$ cat src/rtl/ad9467fmc_pkg.sv
// Shared definitions for the AD9467 FMC sample path: source modes, lane geometry
// and a saturating counter helper.
package ad9467fmc_pkg;

  typedef enum logic [1:0] {
    MODE_STREAM = 2'd0,
    MODE_RAMP   = 2'd1,
    MODE_ZERO   = 2'd2,
    MODE_RSVD   = 2'd3
  } mode_e;

  localparam int LANES    = 4;
  localparam int SAMPLE_W = 16;
  localparam int LANE_W   = $clog2(LANES);

  // Increment that sticks at all-ones instead of wrapping.
  function automatic logic [SAMPLE_W-1:0] sat_inc(input logic [SAMPLE_W-1:0] value);
    return (&value) ? value : value + 16'd1;
  endfunction

endpackage

$ cat src/rtl/sync_word_fifo.sv
// Single-clock word FIFO with registered count and registered head-of-queue read.
// The head word is prefetched so rd_data always shows the oldest stored word;
// a word written this cycle becomes visible (count and data) on the next cycle.
module sync_word_fifo #(
  parameter int DEPTH = 4,
  parameter int WIDTH = 64
) (
  input  logic                   clk,
  input  logic                   reset,
  input  logic                   flush,
  input  logic                   wr_en,
  input  logic [WIDTH-1:0]       wr_data,
  input  logic                   rd_en,
  output logic [WIDTH-1:0]       rd_data,
  output logic [$clog2(DEPTH):0] count
);

  localparam int AW = $clog2(DEPTH);
  localparam int CW = AW + 1;

  logic [WIDTH-1:0] mem_reg [DEPTH];
  logic [AW-1:0]    wr_ptr_reg;
  logic [AW-1:0]    rd_ptr_reg;
  logic [AW-1:0]    rd_ptr_next;
  logic [CW-1:0]    count_reg;
  logic [CW-1:0]    count_next;
  logic [WIDTH-1:0] rd_data_reg;

  // Next read pointer and occupancy; a flush rewinds both pointers.
  always_comb begin
    rd_ptr_next = rd_ptr_reg;
    count_next  = count_reg;
    if (reset || flush) begin
      rd_ptr_next = '0;
    end else if (rd_en) begin
      rd_ptr_next = rd_ptr_reg + AW'(1);
    end
    case ({wr_en, rd_en})
      2'b10:   count_next = count_reg + CW'(1);
      2'b01:   count_next = count_reg - CW'(1);
      default: count_next = count_reg;
    endcase
  end

  // Storage array, written without reset so it maps onto RAM.
  always_ff @(posedge clk) begin
    if (wr_en) begin
      mem_reg[wr_ptr_reg] <= wr_data;
    end
  end

  // Registered head read; forwards a word landing on the next head slot.
  always_ff @(posedge clk) begin
    if (wr_en && (wr_ptr_reg == rd_ptr_next)) begin
      rd_data_reg <= wr_data;
    end else begin
      rd_data_reg <= mem_reg[rd_ptr_next];
    end
  end

  // Pointer and count registers.
  always_ff @(posedge clk) begin
    if (reset || flush) begin
      wr_ptr_reg <= '0;
      rd_ptr_reg <= '0;
      count_reg  <= '0;
    end else begin
      if (wr_en) begin
        wr_ptr_reg <= wr_ptr_reg + AW'(1);
      end
      rd_ptr_reg <= rd_ptr_next;
      count_reg  <= count_next;
    end
  end

  assign rd_data = rd_data_reg;
  assign count   = count_reg;

endmodule

$ cat src/rtl/axis_sample_unpacker.sv
// Buffers 64-bit AXI-Stream words and hands out one 16-bit {q,i} sample per
// sample_ce request, four lanes per word, with ramp and zero test sources.
module axis_sample_unpacker
  import ad9467fmc_pkg::*;
#(
  parameter int C_S_AXIS_DATA_WIDTH = 64,
  parameter int DEPTH               = 4
) (
  input  logic                           clk,
  input  logic                           reset,
  input  logic                           enable,
  input  logic [1:0]                     mode,
  input  logic [C_S_AXIS_DATA_WIDTH-1:0] s_axis_tdata,
  input  logic                           s_axis_tvalid,
  output logic                           s_axis_tready,
  input  logic                           s_axis_tlast,
  input  logic                           sample_ce,
  output logic [SAMPLE_W-1:0]            sample_data,
  output logic                           sample_valid,
  output logic                           underflow,
  output logic [15:0]                    underflow_count,
  output logic [$clog2(DEPTH):0]         fill
);

  localparam int FW = $clog2(DEPTH) + 1;
  localparam logic [FW-1:0] DEPTH_W = FW'(DEPTH);

  mode_e                    mode_sel;
  logic [C_S_AXIS_DATA_WIDTH-1:0] head_word;
  logic [SAMPLE_W-1:0]      lane_sample [LANES];
  logic [FW-1:0]            fifo_count;
  logic                     push;
  logic                     pop;
  logic                     flush;
  logic                     unused_tlast;

  logic                     ready_en_reg;
  logic [LANE_W-1:0]        lane_reg,            lane_next;
  logic [SAMPLE_W-1:0]      ramp_reg,            ramp_next;
  logic [SAMPLE_W-1:0]      sample_data_reg,     sample_data_next;
  logic                     sample_valid_reg,    sample_valid_next;
  logic                     underflow_reg,       underflow_next;
  logic [15:0]              underflow_count_reg, underflow_count_next;

  assign mode_sel     = mode_e'(mode);
  assign unused_tlast = s_axis_tlast;

  // Ready only once out of reset, while running, and with a free slot.
  assign s_axis_tready = enable && ready_en_reg && !reset && (fifo_count < DEPTH_W);
  assign push          = s_axis_tvalid && s_axis_tready;
  assign flush         = !enable;

  sync_word_fifo #(
    .DEPTH (DEPTH),
    .WIDTH (C_S_AXIS_DATA_WIDTH)
  ) u_fifo (
    .clk     (clk),
    .reset   (reset),
    .flush   (flush),
    .wr_en   (push),
    .wr_data (s_axis_tdata),
    .rd_en   (pop),
    .rd_data (head_word),
    .count   (fifo_count)
  );

  // Split the head word into its sample lanes.
  for (genvar gi = 0; gi < LANES; gi++) begin : g_lane
    assign lane_sample[gi] = head_word[gi*SAMPLE_W +: SAMPLE_W];
  end

  // Request handling: pick the sample source and advance lane/ramp/pop.
  always_comb begin
    sample_data_next     = sample_data_reg;
    sample_valid_next    = 1'b0;
    underflow_next       = 1'b0;
    lane_next            = lane_reg;
    ramp_next            = ramp_reg;
    pop                  = 1'b0;
    underflow_count_next = underflow_count_reg;

    if (!enable) begin
      lane_next = '0;
      ramp_next = '0;
      if (sample_ce) begin
        sample_valid_next = 1'b1;
        sample_data_next  = '0;
      end
    end else if (sample_ce) begin
      sample_valid_next = 1'b1;
      case (mode_sel)
        MODE_STREAM: begin
          if (fifo_count != '0) begin
            sample_data_next = lane_sample[lane_reg];
            lane_next        = lane_reg + LANE_W'(1);
            pop              = (lane_reg == LANE_W'(LANES - 1));
          end else begin
            sample_data_next = '0;
            underflow_next   = 1'b1;
          end
        end
        MODE_RAMP: begin
          sample_data_next = ramp_reg;
          ramp_next        = ramp_reg + 16'd1;
        end
        default: begin
          sample_data_next = '0;
        end
      endcase
    end

    if (underflow_next) begin
      underflow_count_next = sat_inc(underflow_count_reg);
    end
  end

  // Output and control-state registers.
  always_ff @(posedge clk) begin
    if (reset) begin
      ready_en_reg        <= 1'b0;
      lane_reg            <= '0;
      ramp_reg            <= '0;
      sample_data_reg     <= '0;
      sample_valid_reg    <= 1'b0;
      underflow_reg       <= 1'b0;
      underflow_count_reg <= '0;
    end else begin
      ready_en_reg        <= 1'b1;
      lane_reg            <= lane_next;
      ramp_reg            <= ramp_next;
      sample_data_reg     <= sample_data_next;
      sample_valid_reg    <= sample_valid_next;
      underflow_reg       <= underflow_next;
      underflow_count_reg <= underflow_count_next;
    end
  end

  assign sample_data     = sample_data_reg;
  assign sample_valid    = sample_valid_reg;
  assign underflow       = underflow_reg;
  assign underflow_count = underflow_count_reg;
  assign fill            = fifo_count;

endmodule

$ cat config.mk
export PLATFORM = sky130hd
export DESIGN_NAME = axis_sample_unpacker
export DESIGN_NICKNAME = d
export VERILOG_FILES = /design/src/rtl/ad9467fmc_pkg.sv /design/src/rtl/sync_word_fifo.sv /design/src/rtl/axis_sample_unpacker.sv
export SDC_FILE = /design/constraint.sdc
export NUM_CORES = 1
export LEC_CHECK = 0
export BUFFER_PORTS_ARGS = -buffer_cell sky130_fd_sc_hd__buf_2
export CAP_MARGIN = 20
export CORE_ASPECT_RATIO = 0.8
export CORE_MARGIN = 3
export CORE_UTILIZATION = 57
export CTS_CLUSTER_SIZE = 8
export DETAILED_ROUTE_END_ITERATION = 16
export GPL_ROUTABILITY_DRIVEN = 0
export HOLD_SLACK_MARGIN = 0.05
export PLACE_DENSITY = 0.87
export SYNTH_ARGS = -nofsm -noshare
export SYNTH_HDL_FRONTEND = slang
export SYNTH_SLANG_ARGS = --single-unit
export TNS_END_PERCENT = 20
$ cat constraint.sdc
create_clock -name clk -period 3.49 [get_ports clk]
set_clock_uncertainty 0.05 [all_clocks]
set_input_delay 0.349 -clock clk [delete_from_list [all_inputs] [get_ports clk]]
set_output_delay 0.349 -clock clk [all_outputs]
set_load 0.02 [all_outputs]
==> flow_metrics.env, run 1 <==
export IMPL_status="finished, final reports clean"
export IMPL_synthFlopType="edfxtp_1"
export IMPL_cp_max_fo=32
export IMPL_max_cap_violations=0
export IMPL_synthTopCellsByArea="edfxtp_1 61%, dfxtp_1 9.9%, mux4_2 8.8%"
export IMPL_rsz0062_at_grt="false"
export IMPL_ys_ff_latch=318
export IMPL_seq_area_frac_synth=0.714
export IMPL_synthToLayoutAreaGrowth_pct=22.8
export IMPL_netlist_area_mm2=0.0125
export IMPL_clk_pin_slew_ns=0.05
export IMPL_crit_path_end_kind="flop"
export IMPL_clk_path_buf_depth=3
export IMPL_die_area_mm2=0.0238
export IMPL_setup_violations=0
export IMPL_root_buffer="clkbuf_16"
export IMPL_finalNetCount=968
export IMPL_rows=47
export IMPL_vias=7341
export IMPL_firstDrtPassIters=5
export IMPL_design_area_mm2=0.0154
export IMPL_fin_crit_sh=0.711
export IMPL_hp_class="input pin to flop"
export IMPL_maxSlewViolCount=0
export IMPL_crit_type="flop to flop"
export IMPL_fin_crit_ns=2.48
export IMPL_tritoncts="yes"
export IMPL_antenna_found_initial=1
export IMPL_start_kind="flop"
export IMPL_synthAdderAreaFrac=0.00960
export IMPL_grt_pass1_wl_um=44100
export IMPL_wl_per_cell_um=23.6
export IMPL_htree_levels=2
export IMPL_synth_xor_area_frac=0.00980
export IMPL_p_leak_nw=5.11
export IMPL_grt_pass1_vias=7641
export IMPL_grt_total_usage=0.244
export IMPL_placed_area_mm2=0.0134
export IMPL_synth_avg_cell_area_um2=18.3
export IMPL_clock_latency_ns=0.53
export IMPL_drc_errors=0
export IMPL_die_h_um=138
export IMPL_viasPerCell=6.15
export IMPL_synth_top_family_by_area="multiplexers"
export IMPL_grt_max_degree=65
export IMPL_post_cts_buffers=0
export IMPL_cts_buffers=45
export IMPL_synth_compound_area_frac=0.0429
export IMPL_drive_above_1_share=0.273
export IMPL_synth_area_mux_share=0.146
export IMPL_fin_util=0.728
export IMPL_syn_nets=764
export IMPL_largest_reg_flops=256
export IMPL_fmax_mhz=403
export IMPL_ys_warn_count=0
export IMPL_synth_cell_types=50
export IMPL_worstPathArrival_ns=2.80
export IMPL_wirelength_um=28200
export IMPL_final_common_cell="edfxtp_1"
export IMPL_final_cell_mix="256 x edfxtp_1, 108 x buf_2, 64 x dlygate4sd3_1"
export IMPL_overflow=0
export IMPL_cts_resized=0
export IMPL_coreArea_mm2=0.0211
export IMPL_ant_nets=0
export IMPL_initial_utilization=0.592
export IMPL_synth_simple_gate_area_frac=0.0611
export IMPL_yosys_area_top_type="edfxtp_1"
export IMPL_pin_count=110
export IMPL_slew_headroom=0.371
export IMPL_dpl_hpwl_um=15900
export IMPL_synth_top_area_frac=0.615
export IMPL_synth_edf_count=256
export IMPL_synthArstFlopShare=0
export IMPL_setup_tns_final_ns=0
export IMPL_clock_sinks=318
export IMPL_drt_initial_drc_count=767
export IMPL_irDropWorstVdd_mv=0.475
export IMPL_power_per_cell_area_mw_per_mm2=539
export IMPL_hold_viol=0
export IMPL_die_w_um=172
export IMPL_required_ns=3.81
export IMPL_io_buffer_count=108
export IMPL_max_slew_worst_pin_slew_ns=0.937
export IMPL_syn_inst=683
==> where the power goes <==
part / switching, mW / leakage, nW / internal (mW)
Clock: 1.53 / 0.614 / 2.42
Sequential: 0.00607 / 2.81 / 4.12
Combinational: 0.105 / 1.68 / 0.101
Total: 1.64 / 5.11 / 6.64
==> logic make-up (layout without fill, tap and decap cells) <==
family | after synthesis | after routing
flip-flops | 318 | 318
AND/OR/NAND/NOR | 126 | 126
AO/OA/AOI/OAI | 80 | 80
XOR/XNOR | 14 | 14
multiplexers | 95 | 95
other | 0 | 1
buffers and inverters | 41 | 281
adder cells (fa/ha/maj) | 9 | 9
==> final cells by class <==
type                       count  area [um2]
clock inverter                 3        41.3
fill                        1251        5750
inverter                      12        45.0
clock buffer                  80        1260
tap                          269         337
sequential                   318        8930
antenna                        1        2.50
timing repair buffer         186        1370
multi-input combinational    324        3380
==> layer usage <==
layer  wire length [um]  vias up  part of all wire  global-route usage
met1              11300     3692              0.40               0.334
met5                  0        -                 0                   0
met2              13900      340              0.49               0.392
li1                   -     3253                 -                   -
met4                730        0             0.026              0.0787
met3               2260       56             0.080              0.0576
==> synthesized netlist by cell type (all sizes together) (2+ instances only) <==
cell    count
and2        5
nor2       26
nand3      13
nand2      14
nand2b      2
and3        6
nor4bb      2
o21ai      19
clkbuf     13
xnor2       9
and4        4
mux4       64
edfxtp    256
ha          8
or3         9
mux2i      14
nor4        4
nor2b       7
dfxtp      62
nor3        5
or3b        2
nand4       7
o31ai      18
mux2       17
a21oi      24
buf        16
inv        12
or4        14
a222oi     16
xor2        5
==> worst max-delay path, cell delays in order, from the launching register on <==
cell and delay (ns):
dfxtp_2 0.61, buf_12 0.30, mux4_1 0.57, mux2_2 0.30
a222oi_1 0.33, o31ai_1 0.15
==> through the flow <==
stage | setup slack, ns | power (mW) | instances | hold slack (ns)
2_1_floorplan | -0.0777 | 4.24 | 683 | 0.398
3_3_place_gp | 0.931 | 4.32 | 1044 | 0.411
3_5_place_dp | 0.887 | 4.33 | 1044 | 0.416
4_1_cts | 0.970 | 8.32 | 1191 | 0.0970
5_1_grt | 0.855 | 8.52 | 1193 | 0.128
6_report | 1.01 | 8.28 | 1193 | 0.127
==> path summary, 6_finish.rpt <==
check / slack (ns) / start / cells after the start / end
hold / removal: 0.13 / sample_ce / 2 / sample_valid
hold reg to reg: 0.44 / ramp_reg[15] / 2 / ramp_reg[15]
setup / recovery: 1.01 / flop / 5 / sample_data[13]
setup reg to reg: 1.01 / flop / 5 / sample_data[13]
==> timing repair <==
| item | 4_1_cts | 5_1_grt |
|---|---|---|
| endpoints found under the setup margin | 0 | 0 |
| hold endpoints to repair | 256 | 0 |
| hold buffers | 64 | 0 |
(Power assumes the default switching activity.)
==> run 2, diff against run 1 <==
--- a/config.mk
+++ b/config.mk
@@ -9,12 +9,12 @@
 export CAP_MARGIN = 20
 export CORE_ASPECT_RATIO = 0.8
 export CORE_MARGIN = 3
-export CORE_UTILIZATION = 57
+export CORE_UTILIZATION = 53
 export CTS_CLUSTER_SIZE = 8
 export DETAILED_ROUTE_END_ITERATION = 16
 export GPL_ROUTABILITY_DRIVEN = 0
 export HOLD_SLACK_MARGIN = 0.05
-export PLACE_DENSITY = 0.87
+export PLACE_DENSITY = 0.85
 export SYNTH_ARGS = -nofsm -noshare
 export SYNTH_HDL_FRONTEND = slang
 export SYNTH_SLANG_ARGS = --single-unit
==> constraint.sdc (replaced) <==
create_clock -name clk -period 2 [get_ports clk]
set_clock_uncertainty 0.05 [all_clocks]
set_input_delay 0.2 -clock clk [delete_from_list [all_inputs] [get_ports clk]]
set_output_delay 0.2 -clock clk [all_outputs]
set_load 0.02 [all_outputs]
==> flow_metrics.env, run 2 (synthesized netlist as in run 1, its figures left out) <==
export IMPL_synthToLayoutAreaGrowth_pct=29.9
export IMPL_slowest_delay_ns=0.52
export IMPL_worstPathArrival_ns=2.47
export IMPL_p_leak_nw=5.54
export IMPL_violations="setup timing"
export IMPL_status="complete, but fails checks"
export IMPL_pin_count=110
export IMPL_dpl_hpwl_um=18200
export IMPL_finalPower_mw=14.7
export IMPL_critPathBufInv=2
export IMPL_pre_cts_slack_ns=-0.143
export IMPL_multi_input_area_mm2=0.00345
export IMPL_design_area_mm2=0.0162
export IMPL_clk_path_buf_depth=3
export IMPL_setup_tns_final_ns=-1.12
export IMPL_viasPerCell=6.00
export IMPL_maxSlewViolCount=0
export IMPL_tritoncts="yes"
export IMPL_drc_errors=0
export IMPL_finalNetCount=1041
export IMPL_grt_total_usage=0.245
export IMPL_wirelength_um=31200
export IMPL_drive_above_1_share=0.344
export IMPL_power_per_cell_area_mw_per_mm2=904
export IMPL_htree_levels=2
export IMPL_place_inst=1142
export IMPL_overflow=0
export IMPL_clk_pin_slew_ns=0.05
export IMPL_grt_pass1_vias=8058
export IMPL_die_h_um=143
export IMPL_initial_utilization=0.548
export IMPL_vias=7820
export IMPL_rsz0062_at_grt="true"
export IMPL_path_delay_family="multiplexers"
export IMPL_fin_crit_ns=2.12
export IMPL_fmax_mhz=472
export IMPL_hp_class="input pin to flop"
export IMPL_irDropWorstVdd_mv=0.892
export IMPL_fin_crit_sh=1.06
export IMPL_root_buffer="clkbuf_16"
export IMPL_io_buffer_count=108
export IMPL_rows=49
export IMPL_setup_violations=16
export IMPL_die_w_um=178
export IMPL_antenna_found_initial=2
export IMPL_grt_pass1_wl_um=46800
export IMPL_ant_nets=0
export IMPL_slew_headroom=0.623
export IMPL_largest_reg_flops=256
export IMPL_clock_latency_ns=0.55
export IMPL_cp_cell_sequence="buf_12 > buf_16 > mux4_2 > mux2_2 > a222oi_1 > o21ai_1"
export IMPL_hold_viol=0
export IMPL_crit_path_end_kind="flop"
export IMPL_crit_type="flop to flop"
export IMPL_grt_max_degree=37
export IMPL_final_common_cell="edfxtp_1"
export IMPL_wl_per_cell_um=23.9
export IMPL_layout_cells_non_filler=1304
export IMPL_max_slew_worst_pin_slew_ns=0.561
export IMPL_seq_area_mm2=0.00894
export IMPL_final_cell_mix="256 x edfxtp_1, 108 x buf_2, 66 x dlygate4sd3_1"
export IMPL_required_ns=2.35
export IMPL_fin_ws_ns=-0.119
export IMPL_cts_buffers=45
export IMPL_clock_sinks=318
export IMPL_die_area_mm2=0.0255
export IMPL_drt_initial_drc_count=785
export IMPL_num_fill_cells=1368
export IMPL_start_kind="flop"
export IMPL_cp_max_fo=5
export IMPL_slowest_stage="mux4_2"
export IMPL_max_cap_violations=0
export IMPL_firstDrtPassIters=7
export IMPL_placed_area_mm2=0.0141
export IMPL_coreArea_mm2=0.0228
run 2: changes by cell type in the layout (fill, tap and decap cells not counted), moves of 3 or more:
| cell | change |
|---|---|
| mux2_4 | +6 |
| and3_2 | -4 |
| o21ai_1 | +3 |
| mux2_2 | -6 |
| buf_12 | +9 |
| mux4_2 | +5 |
| mux4_1 | -5 |
| o21ai_0 | -3 |
| buf_4 | +58 |
| and3_4 | +5 |
run 2: cell type report:
class                   instances  area share
flip-flops and latches        318       0.551
multi-input cells             324       0.213
clock buffers                  80      0.0780
well taps                     306      0.0236
inverters                      12     0.00277
diodes                          2    0.000308
repair buffers                259       0.128
clock inverters                 3     0.00408
run 2: power breakdown:
part | total, mW | switching, mW | internal [mW]
combinational | 0.396 | 0.196 | 0.200
clock | 7.09 | 2.80 | 4.29
sequential | 7.19 | 0.0103 | 7.18
run 2: worst min-delay path, delay by kind of cell:
| family | cells | cell delay, ns |
|---|---|---|
| buffers and inverters | 3 | 0.42 |
run 2: repair_timing:
item / in CTS / in global routing
endpoints found under the setup margin: 16 / 21
resized for setup: 14 / 15
hold buffers: 66 / 0
setup buffers: 3 / 5
hold endpoints to repair: 257 / 0
pin swaps: 3 / 5
cloned: 1 / 1
run 2: path summary, 6_finish.rpt:
path	start	endpoint	slack, ns	cells past startpoint
worst min register to register	sample_data[13]	sample_data[13]	0.45	2
worst max register to register	flop	sample_data[12]	-0.12	6
worst min-delay path	reset	ready_en_reg	0.07	3
worst max-delay path	flop	sample_data[12]	-0.12	6
run 2: metrics by stage:
stage | utilization | hold WS, ns
after floorplan | - | 0.249
after global placement | 0.616 | 0.362
after detailed placement | 0.616 | 0.367
after CTS | 0.707 | 0.0576
after global routing | 0.712 | 0.0649
final | 0.712 | 0.0701
run 2: per-layer routing:
layer	vias up	track usage	part of all wire
li1	3390	-	-
met1	3951	0.335	0.40
met2	399	0.396	0.49
met3	78	0.0499	0.075
met4	2	0.0950	0.030
met5	-	0	0.00042
==> run 3, diff against run 2 <==
--- a/config.mk
+++ b/config.mk
@@ -5,16 +5,17 @@
 export SDC_FILE = /design/constraint.sdc
 export NUM_CORES = 1
 export LEC_CHECK = 0
+export ABC_AREA = 1
 export BUFFER_PORTS_ARGS = -buffer_cell sky130_fd_sc_hd__buf_2
 export CAP_MARGIN = 20
 export CORE_ASPECT_RATIO = 0.8
 export CORE_MARGIN = 3
-export CORE_UTILIZATION = 53
+export CORE_UTILIZATION = 54
 export CTS_CLUSTER_SIZE = 8
 export DETAILED_ROUTE_END_ITERATION = 16
 export GPL_ROUTABILITY_DRIVEN = 0
 export HOLD_SLACK_MARGIN = 0.05
-export PLACE_DENSITY = 0.85
+export PLACE_DENSITY = 0.86
 export SYNTH_ARGS = -nofsm -noshare
 export SYNTH_HDL_FRONTEND = slang
 export SYNTH_SLANG_ARGS = --single-unit
==> flow_metrics.env, run 3 <==
export IMPL_status="finished, final reports clean"
export IMPL_synthTopCellsByCount="467 x nand2_1, 256 x edfxtp_1, 239 x inv_1"
export IMPL_grt_total_usage=0.256
export IMPL_rr_worst_depth=9
export IMPL_htree_levels=2
export IMPL_use_met2=0.430
export IMPL_placed_area_mm2=0.0150
export IMPL_initial_utilization=0.558
export IMPL_setup_tns_final_ns=0
export IMPL_die_area_mm2=0.0275
export IMPL_synth_edf_count=256
export IMPL_synthToLayoutAreaGrowth_pct=23.1
export IMPL_drt_initial_drc_count=1220
export IMPL_max_cap_violations=0
export IMPL_synth_cell_types=30
export IMPL_synth_compound_area_frac=0.0289
export IMPL_final_common_cell="nand2_1"
export IMPL_wirelength_um=35600
export IMPL_r2r_end="underflow_count[12]"
export IMPL_io_buffer_count=108
export IMPL_wl_per_cell_um=17.8
export IMPL_seq_area_frac_synth=0.647
export IMPL_clock_latency_ns=0.54
export IMPL_setup_violations=0
export IMPL_viasPerCell=5.49
export IMPL_irDropWorstVdd_mv=0.901
export IMPL_pin_count=110
export IMPL_fin_crit_ns=1.91
export IMPL_ys_ff_latch=318
export IMPL_hold_path_startpoint="s_axis_tvalid"
export IMPL_cts_buffers=45
export IMPL_largest_reg_flops=256
export IMPL_rows=51
export IMPL_crit_type="input pin to flop"
export IMPL_whs_ns=0.0979
export IMPL_grt_pass1_wl_um=55100
export IMPL_synth_top_area_frac=0.557
export IMPL_synthFlopType="edfxtp_1"
export IMPL_syn_inst=1453
export IMPL_r2r_slack_ns=0.15
export IMPL_drive_above_1_share=0.138
export IMPL_synth_area_mux_share=0
export IMPL_fmax_mhz=525
export IMPL_tritoncts="yes"
export IMPL_clk_pin_slew_ns=0.05
export IMPL_power_per_cell_area_mw_per_mm2=847
export IMPL_clk_path_buf_depth=3
export IMPL_hold_depth=4
export IMPL_final_cell_mix="465 x nand2_1, 256 x edfxtp_1, 234 x inv_1"
export IMPL_grtUsageMet3=0.0541
export IMPL_grt_max_degree=46
export IMPL_worstPathArrival_ns=2.28
export IMPL_root_buffer="clkbuf_16"
export IMPL_grt_pass1_vias=10927
export IMPL_ant_nets=0
export IMPL_fin_crit_sh=0.953
export IMPL_coreArea_mm2=0.0248
export IMPL_antenna_found_initial=3
export IMPL_design_area_mm2=0.0170
export IMPL_netlist_area_mm2=0.0138
export IMPL_place_inst=1863
export IMPL_yosys_area_top_type="edfxtp_1"
export IMPL_synthAdderAreaFrac=0.00870
export IMPL_yosysMostFrequentCell="nand2_1"
export IMPL_hp_class="input pin to flop"
export IMPL_crit_path_end_kind="flop"
export IMPL_top_usage_layer="met2"
export IMPL_cp_max_fo=9
export IMPL_synth_simple_gate_area_frac=0.223
export IMPL_maxSlewViolCount=0
export IMPL_hold_viol=0
export IMPL_synthTopCellsByArea="edfxtp_1 56%, nand2_1 13%, dfxtp_1 9.0%"
export IMPL_synth_xor_area_frac=0.00507
export IMPL_die_h_um=149
export IMPL_layout_cells_non_filler=1997
export IMPL_holdPathEnd="u_fifo.wr_ptr_reg[0]"
export IMPL_overflow=0
export IMPL_finalPower_mw=14.4
export IMPL_start_kind="input pin"
export IMPL_die_w_um=185
export IMPL_use_met1=0.318
export IMPL_ys_warn_count=0
export IMPL_max_slew_worst_pin_slew_ns=0.467
export IMPL_clock_sinks=318
export IMPL_drc_errors=0
export IMPL_slew_headroom=0.686
export IMPL_required_ns=2.38
export IMPL_synthArstFlopShare=0
export IMPL_syn_nets=1534
export IMPL_synth_top_family_by_area="simple AND/OR/NAND/NOR gates"
export IMPL_regToRegStartpoint="underflow_count[0]"
export IMPL_dpl_hpwl_um=21700
export IMPL_finalNetCount=1742
export IMPL_synth_avg_cell_area_um2=9.50
export IMPL_firstDrtPassIters=5
export IMPL_p_leak_nw=7.32
export IMPL_vias=10973
-- run 3: worst max path at each step --
stage	slack, ns	cells past startpoint	start	to
floorplan	-0.28	5	u_fifo.count[2]	u_fifo.mem_reg[0][0]
global placement	0.07	14	u_fifo.count[1]	u_fifo.count[2]
detailed placement	0.06	14	u_fifo.count[1]	u_fifo.count[2]
CTS	0.008	14	u_fifo.count[0]	u_fifo.count[2]
global route	-0.01	8	underflow_count[0]	underflow_count[3]
finish	0.09	8	mode[0]	ramp_reg[8]
-- run 3: stage by stage --
stage	utilization	setup slack, ns
CTS	0.685	0.00766
global route	0.687	-0.0115
global placement	0.607	0.0657
floorplan	-	-0.276
detailed placement	0.607	0.0562
finish	0.687	0.0936
-- run 3: what timing repair did --
| action | CTS | global route |
|---|---|---|
| gates resized for setup | 1 | 12 |
| pin swaps | 0 | 2 |
| hold buffers | 69 | 0 |
| endpoints found under the setup margin | 1 | 4 |
| hold endpoints to repair | 263 | 0 |
| buffers inserted | 0 | 1 |
| cloned | 0 | 0 |
-- run 3: kinds of logic after synthesis --
| group | after synthesis |
|---|---|
| buffers and inverters | 307 |
| flip-flops | 318 |
| XOR/XNOR | 8 |
| AND/OR/NAND/NOR | 735 |
| AO/OA/AOI/OAI | 76 |
| adder cells (fa/ha/maj) | 9 |
-- run 3: area by class of cell --
class                   instances  area [um2]
clock inverters                 2        12.5
diodes                          2        5.00
repair buffers                223        1750
clock buffers                  61        1230
well taps                     318         398
flip-flops and latches        318        8940
fillers                      1687        7760
inverters                     245         921
multi-input cells             828        3740
-- run 3: power breakdown --
part,internal [mW],leakage (nW),switching [mW]
sequential,7.19,2.81,0.0114
clock,4.19,0.602,2.58
combinational,0.189,3.91,0.231
-- run 3: critical path, stage by stage --
cell           delay [ns]
dlygate4sd3_1        0.55
buf_2                0.16
inv_1                0.07
nor2_4               0.20
nand2_1              0.24
nor3b_1              0.47
a21oi_1              0.14
a211oi_1             0.24
-- run 3: per-layer routing --
metal | routed length (um) | vias up | share of wire
met4 | 1490 | 2 | 0.042
met3 | 3380 | 128 | 0.095
met1 | 13300 | 5141 | 0.37
met5 | 7 | - | 0.00020
met2 | 17400 | 607 | 0.49
li1 | - | 5095 | -
